==> config.mk <==
export PLATFORM = sky130hd
export DESIGN_NAME = sram_access_ctrl
export DESIGN_NICKNAME = d
export VERILOG_FILES = /design/src/rtl/sram_access_ctrl.sv
export SDC_FILE = /design/constraint.sdc
export NUM_CORES = 1
export LEC_CHECK = 0
export ABC_CLOCK_PERIOD_IN_PS = 3600
export CAP_MARGIN = 10
export CORE_MARGIN = 2
export CORE_UTILIZATION = 60
export CTS_CLUSTER_SIZE = 28
export DETAILED_ROUTE_END_ITERATION = 6
export DONT_BUFFER_PORTS = 1
export PLACE_DENSITY = 0.76
export SKIP_CTS_REPAIR_TIMING = 1
export SYNTH_ARGS = -nofsm -noshare
export SYNTH_HDL_FRONTEND = slang
export SYNTH_SLANG_ARGS = --single-unit
export TNS_END_PERCENT = 5
==> constraint.sdc <==
create_clock -name clk -period 3.6 [get_ports clk]
set_input_delay 0.36 -clock clk [delete_from_list [all_inputs] [get_ports clk]]
set_output_delay 0.36 -clock clk [all_outputs]
set_load 0.05 [all_outputs]
==> src/rtl/sram_access_ctrl.sv <==
// -----------------------------------------------------------------------------
// sram_access_ctrl
//   Initiator for one dualport_sram port (wr/rd/addr/din/dout). Takes single
//   read or write requests over a valid/ready handshake, pulses the SRAM strobe
//   for one cycle, and returns exactly one response per request. Only one
//   transaction is in flight at a time.
//
//   Optional feature (macro SRAM_WR_VERIFY_EN): each write is followed by a
//   readback of the same address. The response flags rsp_err when the
//   readback differs from the written data, and rsp_rdata carries the
//   readback. Without the macro, rsp_err is always 0.
//
// Parameters
//   DW      data width (matches SRAM din/dout)
//   AW      address width (matches SRAM addr)
//   RD_LAT  cycles from the edge that samples mem_rd=1 to valid mem_dout (1..4)
//
// Ports
//   clk, rst_n                     clock, async active-low reset
//   req_valid/req_ready            request handshake (ready only in IDLE)
//   req_we/req_addr/req_wdata      request fields, registered on accept
//   rsp_valid/rsp_ready            response handshake (valid held until ready)
//   rsp_we/rsp_rdata/rsp_err       response fields
//   mem_wr/mem_rd/mem_addr/mem_din SRAM drive
//   mem_dout                       SRAM read data
//   busy                           high whenever not IDLE
// -----------------------------------------------------------------------------
module sram_access_ctrl #(
    parameter int DW     = 32,
    parameter int AW     = 3,
    parameter int RD_LAT = 1
) (
    input  logic          clk,
    input  logic          rst_n,
    input  logic          req_valid,
    output logic          req_ready,
    input  logic          req_we,
    input  logic [AW-1:0] req_addr,
    input  logic [DW-1:0] req_wdata,
    output logic          rsp_valid,
    input  logic          rsp_ready,
    output logic          rsp_we,
    output logic [DW-1:0] rsp_rdata,
    output logic          rsp_err,
    output logic          mem_wr,
    output logic          mem_rd,
    output logic [AW-1:0] mem_addr,
    output logic [DW-1:0] mem_din,
    input  logic [DW-1:0] mem_dout,
    output logic          busy
);

    localparam logic [2:0] S_IDLE  = 3'd0;
    localparam logic [2:0] S_ISSUE = 3'd1;
    localparam logic [2:0] S_WAIT  = 3'd2;
    localparam logic [2:0] S_RESP  = 3'd3;
`ifdef SRAM_WR_VERIFY_EN
    localparam logic [2:0] S_VRD   = 3'd4;
    localparam logic [2:0] S_VWAIT = 3'd5;
`endif

    // Wait counter is loaded with RD_LAT-1 on the edge that samples mem_rd,
    // so data is captured on edge (sample edge + RD_LAT).
    localparam logic [2:0] LAT_M1 = 3'(RD_LAT - 1);

    logic [2:0]    state_q, state_d;
    logic [2:0]    cnt_q, cnt_d;
    logic          we_q, we_d;
    logic [AW-1:0] addr_q, addr_d;
    logic [DW-1:0] wdata_q, wdata_d;
    logic          rsp_we_q, rsp_we_d;
    logic [DW-1:0] rsp_rdata_q, rsp_rdata_d;
    logic          rsp_err_q, rsp_err_d;

    always_comb begin
        state_d     = state_q;
        cnt_d       = cnt_q;
        we_d        = we_q;
        addr_d      = addr_q;
        wdata_d     = wdata_q;
        rsp_we_d    = rsp_we_q;
        rsp_rdata_d = rsp_rdata_q;
        rsp_err_d   = rsp_err_q;
        case (state_q)
            S_IDLE: begin
                if (req_valid) begin
                    we_d    = req_we;
                    addr_d  = req_addr;
                    wdata_d = req_wdata;
                    state_d = S_ISSUE;
                end
            end
            S_ISSUE: begin
                if (we_q) begin
`ifdef SRAM_WR_VERIFY_EN
                    state_d = S_VRD;
`else
                    state_d     = S_RESP;
                    rsp_we_d    = 1'b1;
                    rsp_rdata_d = '0;
                    rsp_err_d   = 1'b0;
`endif
                end else begin
                    state_d = S_WAIT;
                    cnt_d   = LAT_M1;
                end
            end
            S_WAIT: begin
                if (cnt_q == 3'd0) begin
                    state_d     = S_RESP;
                    rsp_we_d    = 1'b0;
                    rsp_rdata_d = mem_dout;
                    rsp_err_d   = 1'b0;
                end else begin
                    cnt_d = cnt_q - 3'd1;
                end
            end
`ifdef SRAM_WR_VERIFY_EN
            S_VRD: begin
                state_d = S_VWAIT;
                cnt_d   = LAT_M1;
            end
            S_VWAIT: begin
                if (cnt_q == 3'd0) begin
                    state_d     = S_RESP;
                    rsp_we_d    = 1'b1;
                    rsp_rdata_d = mem_dout;
                    rsp_err_d   = (mem_dout != wdata_q);
                end else begin
                    cnt_d = cnt_q - 3'd1;
                end
            end
`endif
            S_RESP: begin
                if (rsp_ready) begin
                    state_d = S_IDLE;
                end
            end
            default: state_d = S_IDLE;
        endcase
    end

    always_ff @(posedge clk or negedge rst_n) begin
        if (!rst_n) begin
            state_q     <= S_IDLE;
            cnt_q       <= '0;
            we_q        <= 1'b0;
            addr_q      <= '0;
            wdata_q     <= '0;
            rsp_we_q    <= 1'b0;
            rsp_rdata_q <= '0;
            rsp_err_q   <= 1'b0;
        end else begin
            state_q     <= state_d;
            cnt_q       <= cnt_d;
            we_q        <= we_d;
            addr_q      <= addr_d;
            wdata_q     <= wdata_d;
            rsp_we_q    <= rsp_we_d;
            rsp_rdata_q <= rsp_rdata_d;
            rsp_err_q   <= rsp_err_d;
        end
    end

    // Strobes decode straight from state so an async reset drops them at once.
    assign mem_wr    = (state_q == S_ISSUE) && we_q;
`ifdef SRAM_WR_VERIFY_EN
    assign mem_rd    = ((state_q == S_ISSUE) && !we_q) || (state_q == S_VRD);
`else
    assign mem_rd    = (state_q == S_ISSUE) && !we_q;
`endif
    assign mem_addr  = addr_q;
    assign mem_din   = wdata_q;
    assign req_ready = (state_q == S_IDLE);
    assign busy      = (state_q != S_IDLE);
    assign rsp_valid = (state_q == S_RESP);
    assign rsp_we    = rsp_we_q;
    assign rsp_rdata = rsp_rdata_q;
    assign rsp_err   = rsp_err_q;

endmodule

; Word level (Yosys, flattened, before mapping)
; Cells that the tools add are included.
[totals]
register_bits = 76
input_bits = 72
output_inout_bits = 74
elab_cells = 45
[op_classes]
add_sub_neg = 1
n_eq_ne = 9
mux = 16
n_reduce_logical = 11
[op_table]
columns = op, count
row1 = $mux W32, 2
row2 = $pmux W32 S2, 1
row3 = $mux W3, 5
row4 = $pmux W3 S4, 1
row5 = $ne A2 B2 Y1 const B, 5
row6 = $reduce_and A3 Y1, 3
row7 = $eq A3 B2 Y1 const B, 2
row8 = $logic_not A3 Y1, 2
row9 = $pmux W3 S2, 1
row10 = $mux W1, 4
row11 = $pmux W1 S2, 2
row12 = $eq A3 B1 Y1 const B, 1
row13 = $reduce_bool A3 Y1, 1
row14 = $sub A3 B1 Y3 const B, 1
row15 = $logic_and A1 B1 Y1, 2
row16 = $ne A2 B1 Y1 const B, 1
row17 = $reduce_and A2 Y1, 1
row18 = $reduce_bool A2 Y1, 1
row19 = $logic_not A1 Y1, 1

; Longest topological paths before layout
; Gate-level depths: netlist of the first run.
[logic_depth]
depth_word = 3
depth_mapped = 7
ltp_nobuf = 6

; Worst setup path before layout of the first run
; No wires, ideal clock.
[synth_path]
path_kind = register to register
start = reg state_q[0]
end = reg addr_q[0], in the netlist mem_addr[0]
setup_ns = 0.125
arrival_ns = 1.844
required_time_ns = 3.475
setup_slack_ns = 1.632
path_stages_with_launch = 6
n_path_buf = 1
period_less_slack_ns = 1.968
cell_sequence = dfrtp_1 inv_1 ha_1 nand2_1 buf_2 mux2_2
[synth_between]
elab_chain_len = 2
[synth_rtl]
columns = item, line
row1 = start: declaration, 66  ; logic [2:0] state_q, state_d;
row2 = start signal: assignment, 154  ; state_q <= state_d;
row3 = $logic_not A3 Y1, --
row4 = via req_ready, 36  ; output logic req_ready,
row5 = $reduce_and A2 Y1 (no source line), --
row6 = end signal: assignment, 157  ; addr_q <= addr_d;
row7 = end: declaration, 69  ; logic [AW-1:0] addr_q, addr_d;
; The timed path passes the listed nets, and every way through them passes these cells.
; A chain may end at the register's enable or synchronous reset.

; Worst setup path after layout of the first run
[layout_path]
start = reg state_q[0]
end = reg rsp_rdata_q[16], in the netlist rsp_rdata[16]
[layout_between]
elab_chain_len = 3
elab_cells_between_ends = 7
classes_between = 4 x eq/ne / 1 x mux / 2 x reduce/logical
[layout_rtl]
columns = item, line
row1 = $eq A3 B2 Y1 / $eq A3 B1 Y1 (equally long branches), 84  ; case (state_q)
row2 = $ne A2 B2 Y1 (no source line) / $reduce_bool A2 Y1 (equally long branches), --
row3 = $reduce_and A3 Y1 (no source line), --
row4 = end signal: assignment, 160  ; rsp_rdata_q <= rsp_rdata_d;
row5 = end: declaration, 72  ; logic [DW-1:0] rsp_rdata_q, rsp_rdata_d;
; Several ways; a longest one is shown, not always the timed one.

==> results of run 1 <==
per-layer routing:
layer  vias to the layer above  track usage  wire (µm)
met3                        13       0.0906        638
met2                        92        0.305       2720
met1                       900        0.275       2330
li1                        842            -          -
met5                         -            0          0
met4                         0       0.0875         98
logic make-up after synthesis:
group / after synthesis / synth area share
DFF: 74 / 0.576
muxes: 70 / 0.233
buffers and inverters: 53 / 0.0763
and+or+nand+nor: 45 / 0.0619
AOI/OAI and AO/OA: 10 / 0.0245
adders and majority gates: 7 / 0.0272
other: 1 / 0.00117
registers in the layout, indices dropped and copies added (netlist names):
register   cells
state_q        2
cnt_q          3
we_q           1
mem_addr       3
rsp_we         1
mem_din       32
rsp_rdata     32
layout by cell type (no fill, tap or decap):
| master | count |
|---|---|
| nor2_2 | 1 |
| inv_1 | 41 |
| buf_4 | 4 |
| and2b_4 | 1 |
| a21oi_1 | 1 |
| nand2_1 | 38 |
| nand2b_4 | 1 |
| or4_1 | 1 |
| a222oi_1 | 1 |
| clkbuf_8 | 11 |
| ha_1 | 7 |
| dfrtp_1 | 74 |
| conb_1 | 1 |
| bufinv_16 | 3 |
| mux2i_1 | 32 |
| o211ai_1 | 3 |
| o22ai_1 | 1 |
| a211oi_4 | 1 |
| clkinv_4 | 1 |
| nand4b_1 | 1 |
| mux2_2 | 38 |
| dlygate4sd3_1 | 1 |
| o21ai_0 | 3 |
| nor2_1 | 1 |
| buf_16 | 1 |
| nand4_1 | 1 |
worst reg2reg max path, cell delays in order, from the launching register on:
cell and delay (ps):
dfrtp_1 430, inv_1 110, ha_1 170, buf_4 240, nor2_2 100, a211oi_4 330
buf_4 490, mux2i_1 300
synthesized netlist by cell type:
master     n
a211oi_4   1
a21oi_1    1
a222oi_1   1
and2b_4    1
buf_1      2
buf_2      4
buf_4      2
buf_8      3
clkbuf_1   1
conb_1     1
dfrtp_1   74
ha_1       7
inv_1     41
mux2_2    38
mux2i_1   32
nand2_1   38
nand2b_4   1
nand4_1    1
nand4b_1   1
nor2_1     1
nor2_2     1
o211ai_1   3
o21ai_0    3
o22ai_1    1
or4_1      1
area by class of cell:
class                           count  area share
Clock inverter                      4      0.0280
Sequential cell                    74       0.525
Multi-Input combinational cell    133       0.317
Tap cell                           70      0.0248
Clock buffer                       11      0.0429
Inverter                           41      0.0436
Timing Repair Buffer                6      0.0191
through the flow:
step / instances / setup slack [ps]
floorplan: 260 / 1630
global placement: 322 / 1480
detailed placement: 322 / 1340
CTS: 337 / 1330
global route: 339 / 1160
finish: 339 / 1370
how the worst min path moves through the flow:
stage	startpoint	endpoint	slack, ps	cells after the start
global route	req_wdata[12]	mem_din[12]$_DFFE_PN0P_	130	1
floorplan	rst_n	cnt_q[0]$_DFFE_PN0P_	60	0
detailed placement	rst_n	rsp_rdata[26]$_DFFE_PN0P_	70	0
finish	mem_dout[27]	rsp_rdata[27]$_DFFE_PN0P_	150	2
CTS	rst_n	rsp_rdata[26]$_DFFE_PN0P_	-310	0
global placement	rst_n	rsp_rdata[27]$_DFFE_PN0P_	70	0
==> metrics.yaml, run 1 <==
period_needed_ps: 2230
netlist_instances: 260
yosys_warnings: 0
grt_pass1_wl_um: 9610
clk_latency_ps: 340
critical_path_required_ps: 3860
htree_levels: 3
num_antenna_cells: 0
grt_pass1_vias: 1920
nFillCells: 413
max_freq_ghz: 0.448
start_util: 0.625
r2r-start: "state_q[0]$_DFFE_PN0P_"
min_path_type: "in -> reg"
setup_viol: 0
gp_congestion: 0.704
root_buffer: "clkbuf_8"
period_share: 0.620
ys_seq_area_frac: 0.576
ys_types: 25
setup.worst_path.start: "state_q[0]$_DFFE_PN0P_"
cts_buffers: 9
drt_wl_total_um: 5790
dpl-instance-area_um2: 3240
worst-path-stages: 7
cts_tree: "done"
rr_endpoint: "rsp_rdata[16]$_DFFE_PN0P_"
final_area_um2: 3530
dieArea_um2: 5960
grt-ovfl-total: 0
drv_cap: 0
crit_family: "buffers and inverters"
timing.setup.tns_ps: 0
cp_slowest_cell: "buf_4"
timing_worst_setup_path_type: "reg -> reg"
multi_input_area_um2: 1120
core_area_um2: 5140
max_slew_margin: 0.571
port_buffers: 0
cp_max_fo: 30
rows: 26
yosys_register_bits: 74
synthesis.nets: 339
cts_buffer_depth: 2
ff_latch_area_um2: 1850
ioPinCount: 146
vias: 1847
synth.cell_area_um2: 3210
crit_end: "rsp_rdata[16]$_DFFE_PN0P_"
clk_pin_slew_ps: 80
syn_to_final_growth_pct: 9.77
syn_area_per_cell_um2: 12.4
r2r.worst_path.cells: 7
critPathArrivalTime_ps: 2490
skew_ps: 12.0
utilization: 0.686
r2r_setup_slack_ps: 1370
synth_area_leaders: "dfrtp_1 (58%), mux2_2 (13%), mux2i_1 (10%)"
chipHeight_um: 77.2
die_w_um: 77.2
hold_viol_final: 0
drc: 0
via_per_inst: 5.45
wl_per_cell_um: 17.1
grt_util_all_layers: 0.209
numClockSinks: 74
worstSetupEndpointType: "flop"
worst_setup_path_start_kind: "flop"
nNetsFinal: 344
first_iter_violations: 87
synth_top_area_frac: 0.576
slew_violations: 0
antenna_found_initial: 0
cp_common_cell: "buf_4"
post-dp-hpwl_um: 4100
firstDrtPassIters: 5
critPathBufInv: 3
hold_slack_ps: 154
rsz0062_at_grt: "false"
ant_nets: 0
cpPeakStageDelay_ps: 490
final_layout_size_suffix_gt1_frac: 0.230
crit_chain: "inv_1, ha_1, buf_4, nor2_2, a211oi_4, buf_4, mux2i_1"
worst-slew-pin-transition_ps: 644
grt_max_degree: 75
yosysTopAreaCell: "dfrtp_1"
status: "finished, final reports clean"
Power of run 1 is not shown: default switching activity piles up to over one toggle a cycle in this logic, so the estimate is an artifact.
==> inputs of run 2 (changes only) <==
Settings changed: ABC_CLOCK_PERIOD_IN_PS 3600 to 1900, CORE_UTILIZATION 60 to 56, PLACE_DENSITY 0.76 to 0.74.
Clock period 3.6 ns to 1.9 ns, I/O delays scaled along.
==> run 2 against run 1 <==
  * Clock skew down 7.8 ps
  * Non-clock buffer count up 57
  * Final area up 16%
  * Critical path type unchanged
  * Critical path depth down 1
  * The flow now finishes with violations (negative hold slack)
==> metrics.yaml, run 2 (synthesis gave the netlist of run 1 again) <==
grt-ovfl-total: 0  # unchanged
timing_worst_setup_path_type: "reg -> reg"
busiest_layer: "met2"
vias: 2083  # +13%
total_power_mw: 8.44
grt_util_all_layers: 0.196  # -0.0128
grt_pass1_vias: 2017  # +5.1%
wl_per_cell_um: 17.2  # +0.85%
via_per_inst: 5.23  # -3.9%
gp_congestion: 0.770  # +9.4%
grt_pass1_wl_um: 9400  # -2.2%
skew_ps: 4.23  # -7.78 ps
place_ws_ps: 45.2  # -1300 ps
power.density_nw_per_um2: 2050
syn_to_final_growth_pct: 27.8
critical_path_required_ps: 2150  # -1710 ps
chipHeight_um: 79.8  # +3.3%
htree_levels: 3  # unchanged
cts_buffers: 9  # unchanged
firstDrtPassIters: 6  # +1
hold_slack_ps: -454  # -608 ps
numClockSinks: 74  # unchanged
clk_pin_slew_ps: 70  # about the same
max_slew_margin: 0.658  # +0.0872
antenna_found_initial: 0  # unchanged
cp_max_fo: 16  # -47%
drc: 0  # unchanged
max_freq_ghz: 0.549  # +23%
ir_drop_uv: 1590
first_iter_violations: 93  # +6.9%
final_area_um2: 4110  # +16%
post-dp-hpwl_um: 4150  # +1.2%
root_buffer: "clkbuf_8"
period_needed_ps: 1820  # -410 ps
clk_latency_ps: 330  # about the same
grt_max_degree: 75  # unchanged
port_buffers: 0  # unchanged
dpl-instance-area_um2: 3300  # +1.9%
p_leak_nw: 1.88
worstSetupEndpointType: "flop"
setup_slack_ps: 77.4  # -1290 ps
core_area_um2: 5540  # +7.8%
worst-slew-pin-transition_ps: 513  # -131 ps
die_w_um: 79.8  # +3.3%
cts_tree: "done"
rows: 27  # +3.8%
drt_wl_total_um: 6860  # +18%
status: "finished, violations left"
slew_violations: 0  # unchanged
ioPinCount: 146  # unchanged
nNetsFinal: 401  # +17%
grt_util_met1: 0.225  # -0.0502
final_common_cell: "dfrtp_1"
grt_use_met2: 0.321  # +0.0158
violations: "negative hold slack"
min_path_type: "in -> async"
drv_cap: 0  # unchanged
cts_buffer_depth: 2  # unchanged
utilization: 0.742  # +0.0552
num_antenna_cells: 0  # unchanged
placed_cells: 328  # +1.9%
ant_nets: 0  # unchanged
use_met3: 0.0803  # -0.0103
start_util: 0.580  # -0.0452
final_cell_mix: "dfrtp_1 (73), dlygate4sd3_1 (54), inv_1 (39), mux2_2 (38), nand2_1 (37)"
finalNonFillerCells: 398  # +17%
worst_setup_path_start_kind: "flop"
critPathArrivalTime_ps: 2080  # -410 ps
dieArea_um2: 6360  # +6.8%
hold_viol_final: 76  # +76
period_share: 0.959  # +0.339
setup_viol: 0  # unchanged
final_layout_size_suffix_gt1_frac: 0.224  # -0.00656
[run 2: changes by cell type in the layout (fill, tap and decap cells not counted), sizes merged]
cell / before / now
buf: 5 / 8
bufinv: 3 / 2
clkinv: 1 / 3
clkinvlp: 0 / 1
dlygate4sd3: 1 / 54
inv: 41 / 40
[run 2: layout make-up]
type                    instances  area [µm²]
flip-flops and latches         74        1850
fillers                       371        1430
multi-input cells             133        1140
repair buffers                 63         654
inverters                      41         158
clock buffers                  10         138
well taps                      72        90.1
clock inverters                 5        78.8
[run 2: power by group]
| group | total (mW) | switching [mW] | internal, mW |
|---|---|---|---|
| clock | 1.32 | 0.555 | 0.766 |
| sequential | 4.62 | 2.46 | 2.16 |
| combinational | 2.50 | 1.26 | 1.25 |
| total | 8.44 | 4.28 | 4.17 |
[run 2: worst max-delay path, cell delays in order, from the launching register on]
cell	delay, ps
dfrtp_2	420
inv_1	90
ha_2	210
and2b_4	190
a211oi_4	330
clkbuf_16	270
mux2i_1	210
[run 2: routing by layer]
layer / wire (µm) / share of wire / vias up
met5: 0 / 0 / -
met1: 2710 / 0.40 / 1027
met2: 3540 / 0.52 / 92
met3: 511 / 0.075 / 9
li1: - / - / 955
met4: 93 / 0.014 / 0
[run 2: metrics by stage]
| step | TNS (ps) | hold slack (ps) |
|---|---|---|
| global placement | 0 | -104 |
| floorplan | 0 | -106 |
| detailed placement | 0 | -104 |
| finish | 0 | -454 |
| CTS | -64.6 | -476 |
| global route | -49.9 | -486 |
[run 2: path summary, 6_finish.rpt]
kind / startpoint / to / slack, ps / depth (start not counted)
worst max-delay path: state_q[1]$_DFFE_PN0P_ / rsp_rdata[17]$_DFFE_PN0P_ / 80 / 6
worst min-delay path: rst_n / rsp_rdata[27]$_DFFE_PN0P_ / -450 / 0
worst max register to register: state_q[1]$_DFFE_PN0P_ / rsp_rdata[17]$_DFFE_PN0P_ / 80 / 6
worst min register to register: we_q$_DFFE_PN0P_ / we_q$_DFFE_PN0P_ / 570 / 1
max in group asynchronous: rst_n / mem_din[16]$_DFFE_PN0P_ / 2250 / 0
min in group clk: mem_dout[19] / rsp_rdata[19]$_DFFE_PN0P_ / 0 / 2
(Power assumes the default switching activity.)
==> inputs of run 3 (changes only) <==
Settings changed: CORE_UTILIZATION 56 to 30, PLACE_DENSITY 0.74 to unset.
==> run 3 against run 2 <==
  * The flow still finishes with violations (negative hold slack)
  * Global-route usage fell by 8.4 points
  * Largest cell class unchanged
  * Clock power fell by 7%
  * Critical path depth fell by 2
  * Via count rose by 0.62%
  * Critical endpoint is now busy
  * Sequential share of layout area fell by 2.0 points
  * Power fell by 1.1%
==> metrics.yaml, run 3 (synthesis gave the netlist of run 1 again) <==
status: "finished, violations left"
violations: "negative hold slack"
hold_slack_ps: -0.935  # +453 ps
cts_buffers: 9  # unchanged
period_needed_ps: 1780  # -47.4 ps
port_buffers: 0  # unchanged
setup_viol: 0  # unchanged
final_common_cell: "dfrtp_1"
skew_ps: 4.27  # +0.0404 ps
rsz0062_at_grt: "false"
wl_per_cell_um: 14.7  # -15%
final_layout_size_suffix_gt1_frac: 0.203  # -0.0210
ioPinCount: 146  # unchanged
gp_congestion: 0.703  # -8.7%
grt_pass1_wl_um: 9920  # +5.6%
chipHeight_um: 108  # +35%
die_w_um: 108  # +35%
drv_cap: 0  # unchanged
num_antenna_cells: 0  # unchanged
start_util: 0.310  # -0.270
grt-ovfl-total: 0  # unchanged
clk_pin_slew_ps: 70  # about the same
hold_viol_final: 2  # -97%
power.density_nw_per_um2: 1950  # -5.3%
nFillCells: 970  # +160%
cp_common_cell: "inv_1"
cpPeakStageDelay_ps: 420  # about the same
vias: 2096  # +0.62%
firstDrtPassIters: 4  # -2
via_per_inst: 4.40  # -16%
max_freq_ghz: 0.563  # +2.7%
worst_setup_path_start_kind: "flop"
ir_drop_uv: 1100  # -31%
drt_wl_total_um: 6980  # +1.7%
period_share: 0.934  # -0.0250
grt_max_degree: 75  # unchanged
slew_violations: 0  # unchanged
hold_depth: 2
worstSetupEndpointType: "output pin"
utilization: 0.414  # -0.328
htree_levels: 3  # unchanged
drc: 0  # unchanged
grt_pass1_vias: 1999  # -0.89%
crit_chain: "inv_1, ha_2, buf_4, inv_1"
ant_nets: 0  # unchanged
min_path_type: "in -> reg"
cts_tree: "done"
core_area_um2: 10400  # +87%
antenna_found_initial: 0  # unchanged
p_leak_nw: 1.94  # +3.1%
nNetsFinal: 414  # +3.2%
timing.setup.tns_ps: 0  # unchanged
timing_worst_setup_path_type: "reg -> out"
grt_util_all_layers: 0.112  # -0.0843
cp_slowest_cell: "dfrtp_1"
numClockSinks: 74  # unchanged
cts_buffer_depth: 2  # unchanged
root_buffer: "clkbuf_8"
post-dp-hpwl_um: 4520  # +9.0%
dieArea_um2: 11600  # +82%
final_cell_mix: "dfrtp_1 (74), dlygate4sd3_1 (64), inv_1 (41), nand2_1 (38), mux2_2 (38)"
cp_max_fo: 5  # -11
r2r.worst_path.cells: 7  # +1
rows: 37  # +37%
critPathArrivalTime_ps: 1590  # -490 ps
syn_to_final_growth_pct: 33.6
first_iter_violations: 102  # +9.7%
clk_latency_ps: 340  # about the same
critical_path_required_ps: 1710  # -440 ps
[run 3: changes by cell type in the layout (fill, tap and decap cells not counted), sizes merged]
| cell | change |
|---|---|
| dlygate4sd3 | +10 |
| clkbuf | +4 |
| buf | +3 |
| clkinv | -2 |
| bufinv | -1 |
| clkinvlp | -1 |
| inv | +1 |
[run 3: cell type report]
cell class | instances | area [µm²] | share of cell area
Inverter | 41 | 154 | 0.0358
Timing Repair Buffer | 76 | 797 | 0.186
Multi-Input combinational cell | 133 | 1120 | 0.261
Sequential cell | 74 | 1850 | 0.431
Clock buffer | 14 | 163 | 0.0379
Clock inverter | 2 | 35.0 | 0.00816
Tap cell | 136 | 170 | 0.0396
[run 3: stage by stage]
step                      setup WS (ps)  area [µm²]  power [mW]  instances
after CTS                          84.2        3590        8.17        409
after floorplan                     151        3220        6.47        260
after detailed placement            131        3390        6.90        393
final                               125        4290        8.35        476
after global routing               8.86        4290        8.81        476
after global placement              190        3390        6.82        393
[run 3: critical path, delay by kind of cell, from the launching register on]
kind       cells  cell delay, ps
fa+ha+maj      1             200
flops          1             420
buf+inv        3             630
[run 3: report_power, final]
group | internal, mW | leakage, nW | switching (mW)
Clock | 0.679 | 0.101 | 0.554
Combinational | 1.28 | 0.905 | 1.24
Sequential | 2.15 | 0.932 | 2.44
[run 3: worst paths after layout]
path | start | endpoint | slack [ps]
worst max-delay path | state_q[0]$_DFFE_PN0P_ | busy | 120
worst max register to register | state_q[1]$_DFFE_PN0P_ | rsp_rdata[5]$_DFFE_PN0P_ | 150
worst min-delay path | mem_dout[23] | rsp_rdata[23]$_DFFE_PN0P_ | -0.9
min in group asynchronous | rst_n | rsp_rdata[19]$_DFFE_PN0P_ | 380
max in group asynchronous | rst_n | mem_din[4]$_DFFE_PN0P_ | 1190
worst min register to register | we_q$_DFFE_PN0P_ | we_q$_DFFE_PN0P_ | 530
[run 3: routing by layer]
| layer | global-route usage | routed length (µm) | up-vias |
|---|---|---|---|
| li1 | - | - | 980 |
| met1 | 0.122 | 2750 | 1015 |
| met2 | 0.182 | 3480 | 90 |
| met3 | 0.0545 | 630 | 11 |
| met4 | 0.0549 | 124 | 0 |
| met5 | 0 | 0 | - |
